$ cat config.mk
export PLATFORM = sky130hd
export DESIGN_NAME = hazard_scoreboard
export DESIGN_NICKNAME = d
export VERILOG_FILES = /design/src/rtl/hazard_scoreboard.sv
export SDC_FILE = /design/constraint.sdc
export NUM_CORES = 1
export LEC_CHECK = 0
export ABC_CLOCK_PERIOD_IN_PS = 4700
export BUFFER_PORTS_ARGS = -buffer_cell sky130_fd_sc_hd__buf_2
export CAP_MARGIN = 20
export CORE_AREA = 2 2 61 63
export CTS_CLUSTER_DIAMETER = 100
export CTS_CLUSTER_SIZE = 30
export DETAILED_ROUTE_END_ITERATION = 8
export DIE_AREA = 0 0 63 65
export GPL_TIMING_DRIVEN = 0
export PLACE_DENSITY = 0.78
export SLEW_MARGIN = 20
export SYNTH_ARGS = -nofsm -noshare
export SYNTH_HDL_FRONTEND = slang
export SYNTH_SLANG_ARGS = --single-unit
export TNS_END_PERCENT = 5
$ cat constraint.sdc
create_clock -name Clk -period 4.7 [get_ports Clk]
set_clock_uncertainty 0.05 [all_clocks]
set_input_delay 0.235 -clock Clk [delete_from_list [all_inputs] [get_ports Clk]]
set_output_delay 0.235 -clock Clk [all_outputs]
set_load 0.03 [all_outputs]
$ cat src/rtl/hazard_scoreboard.sv
// hazard_scoreboard: tracks destination registers of in-flight instructions
// (EX, MEM, WB), generates registered forwarding selects for the instruction
// entering EX, raises the load-use stall for the instruction in ID, and
// counts stall cycles with a saturating counter.
module hazard_scoreboard #(
  parameter int unsigned REGW = 5,
  parameter int unsigned CNTW = 16
) (
  input  logic            Clk,
  input  logic            Rst_n,
  input  logic            IdValid,
  input  logic [REGW-1:0] IdRs1,
  input  logic [REGW-1:0] IdRs2,
  input  logic            IdRs1Used,
  input  logic            IdRs2Used,
  input  logic [REGW-1:0] IdRd,
  input  logic            IdRegWrite,
  input  logic            IdMemRead,
  input  logic            Flush,
  input  logic            Hold,
  output logic            Stall,
  output logic [1:0]      ForwardA,
  output logic [1:0]      ForwardB,
  output logic [CNTW-1:0] StallCount
);

  typedef enum logic [1:0] {
    RUN     = 2'd0,
    LDSTALL = 2'd1,
    FROZEN  = 2'd2
  } state_t;

  localparam logic [1:0] FWD_RF  = 2'b00;
  localparam logic [1:0] FWD_EXM = 2'b01;
  localparam logic [1:0] FWD_MWB = 2'b10;

  state_t          r_state;
  state_t          r_prior;

  logic            r_ex_v,  r_ex_rw,  r_ex_mr;
  logic [REGW-1:0] r_ex_rd;
  logic            r_mem_v, r_mem_rw, r_mem_mr;
  logic [REGW-1:0] r_mem_rd;
  logic            r_wb_v,  r_wb_rw,  r_wb_mr;
  logic [REGW-1:0] r_wb_rd;

  logic [1:0]      r_fwd_a;
  logic [1:0]      r_fwd_b;
  logic [CNTW-1:0] r_cnt;

  logic            w_ex_wr_rs1, w_ex_wr_rs2;
  logic            w_mem_wr_rs1, w_mem_wr_rs2;
  logic            w_load_use;
  logic            w_stall;
  logic [1:0]      w_fwd_a_nxt;
  logic [1:0]      w_fwd_b_nxt;
  logic            w_unused;

  // Slot-match terms, load-use detection and next forwarding selects
  always_comb begin
    w_ex_wr_rs1  = r_ex_v  && r_ex_rw  && (r_ex_rd  == IdRs1) && (IdRs1 != '0);
    w_ex_wr_rs2  = r_ex_v  && r_ex_rw  && (r_ex_rd  == IdRs2) && (IdRs2 != '0);
    w_mem_wr_rs1 = r_mem_v && r_mem_rw && (r_mem_rd == IdRs1) && (IdRs1 != '0);
    w_mem_wr_rs2 = r_mem_v && r_mem_rw && (r_mem_rd == IdRs2) && (IdRs2 != '0);

    w_load_use = IdValid && r_ex_mr &&
                 ((IdRs1Used && w_ex_wr_rs1) || (IdRs2Used && w_ex_wr_rs2));
    w_stall    = w_load_use && !Flush;

    w_fwd_a_nxt = FWD_RF;
    if (IdValid && IdRs1Used) begin
      if (w_ex_wr_rs1)       w_fwd_a_nxt = FWD_EXM;
      else if (w_mem_wr_rs1) w_fwd_a_nxt = FWD_MWB;
    end

    w_fwd_b_nxt = FWD_RF;
    if (IdValid && IdRs2Used) begin
      if (w_ex_wr_rs2)       w_fwd_b_nxt = FWD_EXM;
      else if (w_mem_wr_rs2) w_fwd_b_nxt = FWD_MWB;
    end
  end

  // Tracker shift, forwarding select registers, stall counter and control state
  always_ff @(posedge Clk or negedge Rst_n) begin
    if (!Rst_n) begin
      r_state  <= RUN;
      r_prior  <= RUN;
      r_ex_v   <= 1'b0; r_ex_rd  <= '0; r_ex_rw  <= 1'b0; r_ex_mr  <= 1'b0;
      r_mem_v  <= 1'b0; r_mem_rd <= '0; r_mem_rw <= 1'b0; r_mem_mr <= 1'b0;
      r_wb_v   <= 1'b0; r_wb_rd  <= '0; r_wb_rw  <= 1'b0; r_wb_mr  <= 1'b0;
      r_fwd_a  <= FWD_RF;
      r_fwd_b  <= FWD_RF;
      r_cnt    <= '0;
    end else if (Hold) begin
      // Frozen: everything keeps its value; remember where to resume.
      if (r_state != FROZEN) r_prior <= r_state;
      r_state <= FROZEN;
    end else begin
      r_wb_v  <= r_mem_v;  r_wb_rd  <= r_mem_rd;  r_wb_rw  <= r_mem_rw;  r_wb_mr  <= r_mem_mr;
      r_mem_v <= r_ex_v;   r_mem_rd <= r_ex_rd;   r_mem_rw <= r_ex_rw;   r_mem_mr <= r_ex_mr;
      if (Flush || w_stall) begin
        r_ex_v  <= 1'b0;
        r_ex_rd <= '0;
        r_ex_rw <= 1'b0;
        r_ex_mr <= 1'b0;
        r_fwd_a <= FWD_RF;
        r_fwd_b <= FWD_RF;
        if (w_stall && (r_cnt != '1)) r_cnt <= r_cnt + CNTW'(1);
      end else begin
        r_ex_v  <= IdValid;
        r_ex_rd <= IdRd;
        r_ex_rw <= IdRegWrite;
        r_ex_mr <= IdMemRead;
        r_fwd_a <= w_fwd_a_nxt;
        r_fwd_b <= w_fwd_b_nxt;
      end
      r_state <= w_stall ? LDSTALL : RUN;
    end
  end

  // WB slot and saved state are architectural bookkeeping with no consumer here
  assign w_unused = ^{r_wb_v, r_wb_rd, r_wb_rw, r_wb_mr, r_prior};

  assign Stall      = w_stall;
  assign ForwardA   = r_fwd_a;
  assign ForwardB   = r_fwd_b;
  assign StallCount = r_cnt;

endmodule

==> results of run 1 <==
cell usage in the layout, fill, tap and decap left out, drive strengths merged, types with 3 or more instances in the layout:
cell / count
mux2: 9
nor4: 5
dfrtp: 35
nand3: 10
nor3: 8
o21ai: 5
a22o: 7
nor2: 4
nand2: 21
xnor2: 17
a21oi: 3
nand4: 6
and3: 7
buf: 45
xor2: 15
clkbuf: 8
power by group:
part / switching [mW] / internal (mW) / total (mW) / leakage [nW]
combinational: 0.0374 / 0.0355 / 0.0729 / 0.609
clock: 0.105 / 0.166 / 0.271 / 0.0525
sequential: 0.0140 / 0.313 / 0.327 / 0.475
total: 0.156 / 0.514 / 0.671 / 1.14
final cells by class:
class | instances | area [µm²]
Buffer | 3 | 18.8
Clock buffer | 6 | 41.3
Clock inverter | 2 | 60.1
Fill cell | 300 | 1230
Inverter | 1 | 3.75
Multi-Input combinational cell | 131 | 972
Sequential cell | 35 | 876
Tap cell | 48 | 60.1
Timing Repair Buffer | 45 | 230
timing repair:
action | CTS | global route
setup buffers | 0 | 0
resized for setup | 0 | 0
hold buffers | 1 | 0
hold endpoints to repair | 35 | 0
flip-flops by register name (all words and copies together) (netlist names), 2 cells and up:
signal,count
ForwardA,2
r_ex_rd,5
r_mem_rd,5
StallCount,16
ForwardB,2
routing by layer:
layer  wire [µm]  global-route usage  vias up
li1            -                   -      713
met1        1700               0.253      686
met2        1800               0.330       40
met3         184              0.0625        8
met4          74              0.0917        0
met5           0                   0        -
critical path, delay by kind of cell (launching register included):
family                 cells  cell delay (ns)
AND/OR/NAND/NOR            2             0.53
flip-flops                 1             0.44
AO/OA/AOI/OAI              1             0.30
buffers and inverters      1             0.24
XOR/XNOR                   1             0.20
worst max-delay path by stage:
stage                    end  slack (ns)
2_1_floorplan          Stall        2.53
3_3_place_gp   StallCount[1]        2.48
3_5_place_dp   StallCount[1]        2.47
4_1_cts                Stall        2.36
5_1_grt                Stall        2.24
6_report               Stall        2.37
cell families (layout without fill, tap and decap cells):
group           Yosys count  in the layout  share of synthesized area
simple gates             68             68                      0.213
fa+ha+maj                 1              1                    0.00669
mux                       9              9                     0.0562
compound gates           21             21                     0.0936
xor+xnor                 32             32                      0.150
flops                    35             35                      0.468
buf+inv                   4             57                     0.0120
through the flow:
step	hold WS [ns]	worst slack [ns]	total power, mW	area, µm²	instances
final	0.0411	2.37	0.671	2260	271
after floorplan	-0.111	2.53	0.375	1870	170
after detailed placement	0.303	2.47	0.406	2150	262
after CTS	0.0282	2.36	0.676	2260	271
after global routing	0.0361	2.24	0.700	2260	271
after global placement	0.299	2.48	0.404	2150	262
==> summary.md, run 1 <==
| Metric | Value |
|---|---|
| Status | complete, no violations |
| Die Span Y | 65 µm |
| CTS H-tree depth | 2 |
| Synth-to-Final Area Change | 20.9% |
| Sequential element share of the synthesized area | 0.468 |
| Part of the cycle the worst path needs | 0.496 |
| Setup TNS | 0 ns |
| Post-synth cell types | 37 |
| Post-layout min period | 2.33 ns |
| Slowest stage delay, CP | 0.44 ns |
| Crit path max fanout | 6 |
| Crit path launch type | flop |
| Max-slew violations | 0 |
| Post-synth EDFFs | 0 |
| Rows | 22 |
| Chip width | 63 µm |
| Netlist Area Pre-Place | 1870 µm² |
| Count leader, synth | dfrtp_1 |
| Number of antenna violations at the first check in global routing | 0 |
| Synth area leader | dfrtp_1 |
| Main synth FF type | dfrtp_1 |
| Worst R2R Setup Slack | 2.47 ns |
| Fmax | 0.429 GHz |
| Iter 0 DRT Violations | 66 |
| Ant. Diodes | 0 |
| Top cell type's share of synthesized area | 0.468 |
| Max-cap viol count | 0 |
| Initial Util | 0.535 |
| Async set or reset register ratio after synthesis | 1.00 |
| Hold Crit Class | input port to flop |
| Slew of the pin with the lowest slew margin | 0.732 ns |
| Die area | 4100 µm² |
| Largest net degree at the start of global routing | 36 |
| FF-to-FF End | StallCount[1] |
| Hold path cells | 2 |
| Total CTS buffers | 5 |
| Gate Count Post-Synth | 170 |
| Net count after synthesis | 195 |
| Drt pass-1 iters | 4 |
| Synth warn | 0 |
| Number of global-route vias before repair | 1404 |
| Lkg Pwr | 1.14 nW |
| Slew HR | 0.507 |
| Worst-path clk slew | 0.11 ns |
| Total track usage | 0.204 |
| Area contributors post-synth | dfrtp_1 47%, xnor2_1 8.0%, xor2_1 7.0% |
| Setup crit end kind | output pin |
| Syn Area/Cell | 11.0 µm² |
| Most common library cells after synthesis | 35 x dfrtp_1, 21 x nand2_1, 17 x xnor2_1 |
| Post-route ant nets | 0 |
| Dpl hpwl | 2.87 mm |
| IO buf count | 44 |
| Critical Path, Cell by Cell | xor2_1 > nor4_4 > nand3b_4 > a211oi_1 > buf_2 |
| Placer congestion estimate | 0.821 |
| R2R Path Start | r_ex_rd[2] |
| Fin util | 0.647 |
| CTS tree | built |
| Total grt overflow | 0 |
| CTS Sinks | 35 |
| Worst Hold Launch | IdRegWrite |
| Final Setup Violations | 0 |
| Final wirelength | 3.76 mm |
| Share of layout cells above drive strength 1 | 0.323 |
| Final #Nets | 247 |
| VDD IR max | 0.256 mV |
| Worst Setup SP | r_ex_rd[3] |
| CP max stage cell | dfrtp_1 |
| DRC Markers | 0 |
| Setup CP Type | flop to output pin |
| Pwr Density | 297 nW/µm² |
| Arrival @ worst endpoint | 2.05 ns |
| Clk root buf | clkbuf_4 |
| WHS Endpoint | r_ex_rw |
| Critical Path RT | 4.41 ns |
| Global-route wire length before repair | 6.38 mm |
| Io pins | 45 |
| Vias per inst | 5.34 |
| Routed vias | 1447 |
| Clock Latency Late Sink | 0.35 ns |
| Routed WL per cell | 13.9 µm |
| Core footprint | 3500 µm² |
| Worst r2r path cells | 5 |
| Final Hold Fails | 0 |
| Synthesized flop and latch total | 35 |
| Clock buffer depth | 2 |
| RSZ-0062 raised after global routing | false |
(Power assumes the default switching activity.)
==> run 2, diff against run 1 <==
--- a/config.mk
+++ b/config.mk
@@ -5,16 +5,17 @@
 export SDC_FILE = /design/constraint.sdc
 export NUM_CORES = 1
 export LEC_CHECK = 0
-export ABC_CLOCK_PERIOD_IN_PS = 4700
+export ABC_AREA = 1
+export ABC_CLOCK_PERIOD_IN_PS = 2100
 export BUFFER_PORTS_ARGS = -buffer_cell sky130_fd_sc_hd__buf_2
 export CAP_MARGIN = 20
-export CORE_AREA = 2 2 61 63
+export CORE_AREA = 2 2 69 71
 export CTS_CLUSTER_DIAMETER = 100
 export CTS_CLUSTER_SIZE = 30
 export DETAILED_ROUTE_END_ITERATION = 8
-export DIE_AREA = 0 0 63 65
+export DIE_AREA = 0 0 71 73
 export GPL_TIMING_DRIVEN = 0
-export PLACE_DENSITY = 0.78
+export PLACE_DENSITY = 0.7
 export SLEW_MARGIN = 20
 export SYNTH_ARGS = -nofsm -noshare
 export SYNTH_HDL_FRONTEND = slang
==> constraint.sdc (replaced) <==
create_clock -name Clk -period 2.1 [get_ports Clk]
set_clock_uncertainty 0.05 [all_clocks]
set_input_delay 0.105 -clock Clk [delete_from_list [all_inputs] [get_ports Clk]]
set_output_delay 0.105 -clock Clk [all_outputs]
set_load 0.03 [all_outputs]
==> run 2 against run 1 <==
  * Sequential cell count is the same
  * Via count increased by 34%
  * Combinational power grew 140%
  * Synthesized cell count is 64% higher
  * Clock power up 74%
  * Synthesized area up 11%
  * Design area grew 9.2%
  * Sequential share of layout area decreased by 3.3 points
  * Critical path depth rose by 5
  * Utilization fell by 10 points
  * First-iteration DRC count up 97%
  * Non-clock buffer count up 6
==> summary.md, run 2 <==
| Metric | Value |
|---|---|
| Status | complete, no violations |
| Crit path max fanout | 4 |
| RSZ-0062 raised after global routing | false |
| Commonest non-fill, non-tap cell in the layout | nand2_1 |
| Vias per inst | 5.01 |
| Global-route wire length before repair | 7.97 mm |
| Top cell type's share of synthesized area | 0.423 |
| Simple-Gate Fraction of Synth Area | 0.342 |
| Fmax | 0.528 GHz |
| CTS H-tree depth | 2 |
| Total grt overflow | 0 |
| Die area | 5180 µm² |
| Slew HR | 0.480 |
| Post-route ant nets | 0 |
| CTS Sinks | 35 |
| Setup CP Type | flop to output pin |
| Routed vias | 1938 |
| Most common library cells after synthesis | 84 x nand2_1, 35 x dfrtp_1, 32 x inv_1 |
| Lkg Pwr | 1.28 nW |
| Post-layout min period | 1.89 ns |
| Post-synth EDFFs | 0 |
| VDD IR max | 0.445 mV |
| Setup TNS | 0 ns |
| Max reg flops | 16 |
| Post-synthesis mux area share | 0 |
| Synth-to-Final Area Change | 19.3% |
| Async set or reset register ratio after synthesis | 1.00 |
| Synth area leader | dfrtp_1 |
| Critical Path, Cell by Cell | inv_1 > nand2_1 > nand2_1 > nand2_1 > nor2_2 > nand3_2 > nand2_4 > nand2_1 > nor2_1 > buf_2 |
| Max-slew violations | 0 |
| Netlist Area Pre-Place | 2070 µm² |
| Total CTS buffers | 5 |
| Rows | 25 |
| Post-synth cell types | 32 |
| Dpl hpwl | 3.64 mm |
| CP max stage cell | dfrtp_1 |
| Compound-gate portion of the synthesized area | 0.104 |
| Ant. Diodes | 0 |
| Slowest stage delay, CP | 0.40 ns |
| Final instance area | 2470 µm² |
| Initial Util | 0.457 |
| Count leader, synth | nand2_1 |
| Crit-path leading delay family | simple AND/OR/NAND/NOR gates |
| Area contributors post-synth | dfrtp_1 42%, nand2_1 15%, inv_1 5.8% |
| Clock buffer depth | 2 |
| Most frequent cells in the layout | 84 x nand2_1, 45 x buf_2, 35 x dfrtp_1 |
| Clock Latency Late Sink | 0.28 ns |
| Die Span Y | 73 µm |
| Syn Area/Cell | 7.45 µm² |
| Adder-Cell Fraction of Synth Area | 0.00604 |
| Core footprint | 4540 µm² |
| Drt pass-1 iters | 4 |
| CP most frequent cell | nand2_1 |
| Chip width | 71 µm |
| Placer congestion estimate | 0.840 |
| Crit path launch type | flop |
| Clk root buf | clkbuf_8 |
| Io pins | 45 |
| Worst path buffer plus inverter count | 2 |
| Slew of the pin with the lowest slew margin | 0.780 ns |
| Post_cts resized | 0 |
| Arrival @ worst endpoint | 1.74 ns |
| Final #Nets | 357 |
| Pwr Density | 554 nW/µm² |
| Part of the cycle the worst path needs | 0.901 |
| Number of global-route vias before repair | 1778 |
| Final Setup Violations | 0 |
| Routed WL per cell | 12.3 µm |
| Final wirelength | 4.76 mm |
| Hold Crit Class | input port to flop |
| Worst-path clk slew | 0.07 ns |
| IO buf count | 44 |
| Critical Path RT | 1.95 ns |
| Net count after synthesis | 303 |
| Main synth FF type | dfrtp_1 |
| Gate Count Post-Synth | 278 |
| Sequential element share of the synthesized area | 0.423 |
| XOR/XNOR Fraction of Synth Area | 0.0296 |
| Synthesized flop and latch total | 35 |
| Iter 0 DRT Violations | 130 |
| Dpl cell area | 2360 µm² |
| Synth warn | 0 |
| Total track usage | 0.194 |
| Share of layout cells above drive strength 1 | 0.237 |
| DRC Markers | 0 |
| Largest family of logic cells by synthesized area | simple AND/OR/NAND/NOR gates |
| Final Hold Fails | 0 |
| Number of antenna violations at the first check in global routing | 0 |
| Max-cap viol count | 0 |
| Largest net degree at the start of global routing | 36 |
| CTS tree | built |
| Setup crit end kind | output pin |
[run 2: cell count changes in the layout (fill, tap and decap cells not counted), moves of 7 or more]
cell and delta:
nand3_1 +9, and3_1 -7, nand2_1 +63, nor2_1 +10
o21ai_1 +13, nand3b_1 +7, inv_1 +31, xor2_1 -14
inv_2 +8, xnor2_1 -11, nor2_2 +9, o21ai_0 +11
mux2_2 -8
[run 2: repair_timing]
| action | 4_1_cts | 5_1_grt |
|---|---|---|
| setup buffers | 0 | 0 |
| hold endpoints to repair | 36 | 1 |
| hold buffers | 2 | 1 |
| endpoints found under the setup margin | 0 | 0 |
[run 2: cells by family (layout without fill, tap and decap cells)]
| family | after synthesis | in the layout |
|---|---|---|
| adder cells (fa/ha/maj) | 1 | 1 |
| AND/OR/NAND/NOR | 149 | 149 |
| buffers and inverters | 47 | 102 |
| flip-flops | 35 | 35 |
| XOR/XNOR | 7 | 7 |
| AO/OA/AOI/OAI | 39 | 39 |
[run 2: cell type report]
class | instances | area [µm²]
sequential | 35 | 876
inverter | 40 | 150
buffer | 7 | 46.3
timing repair buffer | 47 | 250
tap | 54 | 67.6
clock buffer | 7 | 76.3
multi-input combinational | 196 | 1000
fill | 468 | 2060
clock inverter | 1 | 5.00
[run 2: report_power, final]
part | switching, mW | internal [mW] | total, mW
clock network | 0.240 | 0.233 | 0.472
logic | 0.108 | 0.0658 | 0.173
registers | 0.0240 | 0.700 | 0.724
[run 2: tightest hold or removal path: stages]
cell,delay [ns]
buf_2,0.07
nand3_1,0.06
o21ai_0,0.07
[run 2: worst paths after layout]
check / start / endpoint / slack [ns] / cells past startpoint
setup / recovery: r_ex_rd[3] / Stall / 0.21 / 10
hold / removal: IdRegWrite / r_ex_rw / 0.01 / 3
setup reg to reg: StallCount[0] / StallCount[13] / 0.23 / 10
hold reg to reg: ForwardB[0] / ForwardB[0] / 0.43 / 2
max in group asynchronous: Rst_n / StallCount[10] / 1.12 / 2
min in group asynchronous: Rst_n / StallCount[11] / 0.37 / 2
[run 2: metrics by stage]
stage	setup slack (ns)	cells	power, mW	util	hold slack, ns
after floorplan	0.231	278	0.831	-	-0.241
after global placement	0.253	376	0.904	0.520	0.182
final	0.207	387	1.37	0.545	0.0103
after detailed placement	0.219	376	0.907	0.520	0.182
after CTS	0.202	386	1.38	0.543	0.00179
after global routing	0.0170	387	1.43	0.545	0.0152
[run 2: per-layer routing]
| layer | track usage | routed length (µm) | vias to the layer above |
|---|---|---|---|
| li1 | - | - | 1005 |
| met2 | 0.347 | 2380 | 42 |
| met5 | 0 | 0 | - |
| met3 | 0.0373 | 201 | 6 |
| met4 | 0.0587 | 57 | 0 |
| met1 | 0.238 | 2120 | 885 |
==> run 3, diff against run 2 <==
--- a/config.mk
+++ b/config.mk
@@ -7,7 +7,7 @@
 export LEC_CHECK = 0
 export ABC_AREA = 1
 export ABC_CLOCK_PERIOD_IN_PS = 2100
-export BUFFER_PORTS_ARGS = -buffer_cell sky130_fd_sc_hd__buf_2
+export BUFFER_PORTS_ARGS = -buffer_cell sky130_fd_sc_hd__clkbuf_2
 export CAP_MARGIN = 20
 export CORE_AREA = 2 2 69 71
 export CTS_CLUSTER_DIAMETER = 100
==> run 3 against run 2 <==
  * Maximum frequency decreased by 0.23%
  * Design area increased by 0.66%
  * Final cell count unchanged
  * Total power increased by 2.5%
  * Sequential share of layout area decreased by 0.23 points
  * Critical path type is now flop to flop
==> summary.md, run 3 (same netlist as run 2, synthesis figures left out) <==
| Metric | Value |
|---|---|
| Slew HR | 0.412 |
| Ant. Diodes | 0 |
| Drt pass-1 iters | 4 |
| RSZ-0062 raised after global routing | false |
| Post-route ant nets | 0 |
| Chip width | 71 µm |
| Worst path buffer plus inverter count | 3 |
| Total track usage | 0.199 |
| CTS Sinks | 35 |
| Clock buffer depth | 2 |
| Status | complete, no violations |
| Max-slew violations | 0 |
| VDD IR max | 0.289 mV |
| Setup CP Type | flop to flop |
| Lkg Pwr | 1.27 nW |
| Part of the cycle the worst path needs | 0.903 |
| Clock Latency Late Sink | 0.29 ns |
| Die area | 5180 µm² |
| Worst R2R Setup Slack | 0.20 ns |
| Clk root buf | clkbuf_8 |
| Pwr Density | 564 nW/µm² |
| Final Setup Violations | 0 |
| Setup TNS | 0 ns |
| Dpl cell area | 2360 µm² |
| Crit path launch type | flop |
| Initial Util | 0.457 |
| Crit path max fanout | 10 |
| Rows | 25 |
| Final #Nets | 358 |
| Slew of the pin with the lowest slew margin | 0.882 ns |
| Critical Path RT | 2.23 ns |
| Number of global-route vias before repair | 1892 |
| Dpl hpwl | 3.64 mm |
| Total CTS buffers | 5 |
| Total grt overflow | 0 |
| Die Span Y | 73 µm |
| Setup crit end kind | flop |
| Max-cap viol count | 0 |
| Final wirelength | 4.86 mm |
| Crit-path leading delay family | simple AND/OR/NAND/NOR gates |
| Number of antenna violations at the first check in global routing | 0 |
| Share of layout cells above drive strength 1 | 0.243 |
| Largest net degree at the start of global routing | 36 |
| Max reg flops | 16 |
| Worst-path clk slew | 0.07 ns |
| CP max stage cell | dfrtp_1 |
| IO buf count | 44 |
| PnR worst setup slack | 0.203 ns |
| Global-route wire length before repair | 8.16 mm |
| Core footprint | 4540 µm² |
| Final instance area | 2490 µm² |
| CTS tree | built |
| Routed vias | 1976 |
| Io pins | 45 |
| Routed WL per cell | 12.6 µm |
| Commonest non-fill, non-tap cell in the layout | nand2_1 |
| Slowest stage delay, CP | 0.43 ns |
| DRC Markers | 0 |
| Critical Path, Cell by Cell | ha_1 > nand3_1 > inv_2 > nand3_1 > o21ai_1 > inv_1 > nand4_4 > buf_6 > o21ai_1 > nand2_1 |
| Post-layout min period | 1.90 ns |
| Placer congestion estimate | 0.821 |
| Dpl ws | 0.215 ns |
| Final Hold Fails | 0 |
| CTS H-tree depth | 2 |
| Hold Crit Class | input port to flop |
| Fmax | 0.527 GHz |
| Iter 0 DRT Violations | 126 |
| Arrival @ worst endpoint | 2.02 ns |
| Most frequent cells in the layout | 84 x nand2_1, 44 x clkbuf_2, 35 x dfrtp_1 |
| Vias per inst | 5.11 |
| Synth-to-Final Area Change | 20.0% |
[run 3: changes by cell type in the layout (fill, tap and decap cells not counted), sizes merged]
cell	before	now
buf	48	4
dlygate4sd3	3	4
clkbuf	10	53
[run 3: power breakdown]
group	total (mW)	switching [mW]	leakage (nW)	internal (mW)
Clock	0.505	0.247	0.0470	0.257
Sequential	0.724	0.0243	0.475	0.700
Combinational	0.175	0.108	0.746	0.0668
[run 3: stage by stage]
| step | total power [mW] | util | hold WS (ns) | instances |
|---|---|---|---|---|
| after floorplan | 0.831 | - | -0.241 | 278 |
| final | 1.40 | 0.548 | 0.0118 | 387 |
| after detailed placement | 0.907 | 0.520 | 0.223 | 376 |
| after global placement | 0.904 | 0.520 | 0.218 | 376 |
| after CTS | 1.41 | 0.548 | 0.00186 | 387 |
| after global routing | 1.46 | 0.548 | 0.0132 | 387 |
[run 3: area by class of cell]
type	instances	area, µm²
plain buffers	7	46.3
clock buffers	6	82.6
clock inverters	1	5.00
fillers	429	2050
inverters	40	150
multi-input cells	196	1000
flip-flops and latches	35	876
well taps	54	67.6
repair buffers	48	260
[run 3: per-layer routing]
metal	global-route usage	wire, µm	up-vias
met2	0.352	2440	44
met3	0.0359	195	7
met4	0.0818	79	0
met5	0	0	-
li1	-	-	1006
met1	0.241	2150	919
[run 3: timing repair]
action,in CTS,in global routing
setup endpoints to repair,0,4
gates resized for setup,0,1
endpoints found under the hold margin,38,0
setup buffers,0,0
hold buffers,4,0
[run 3: worst register-to-register path, cell delays in order, from the launching register on]
cell and delay [ns]:
dfrtp_1 0.43, ha_1 0.25, nand3_1 0.14, inv_2 0.07, nand3_1 0.14, o21ai_1 0.08, inv_1 0.09, nand4_4 0.17
buf_6 0.19, o21ai_1 0.12, nand2_1 0.06
[run 3: path summary, 6_finish.rpt]
check,cells after the start,start,to
hold / removal,3,IdRd[0],r_ex_rd[0]
setup / recovery,10,StallCount[0],StallCount[8]
setup reg to reg,10,StallCount[0],StallCount[8]
hold reg to reg,2,ForwardB[0],ForwardB[0]
min in group asynchronous,2,Rst_n,StallCount[11]
max in group asynchronous,2,Rst_n,StallCount[7]
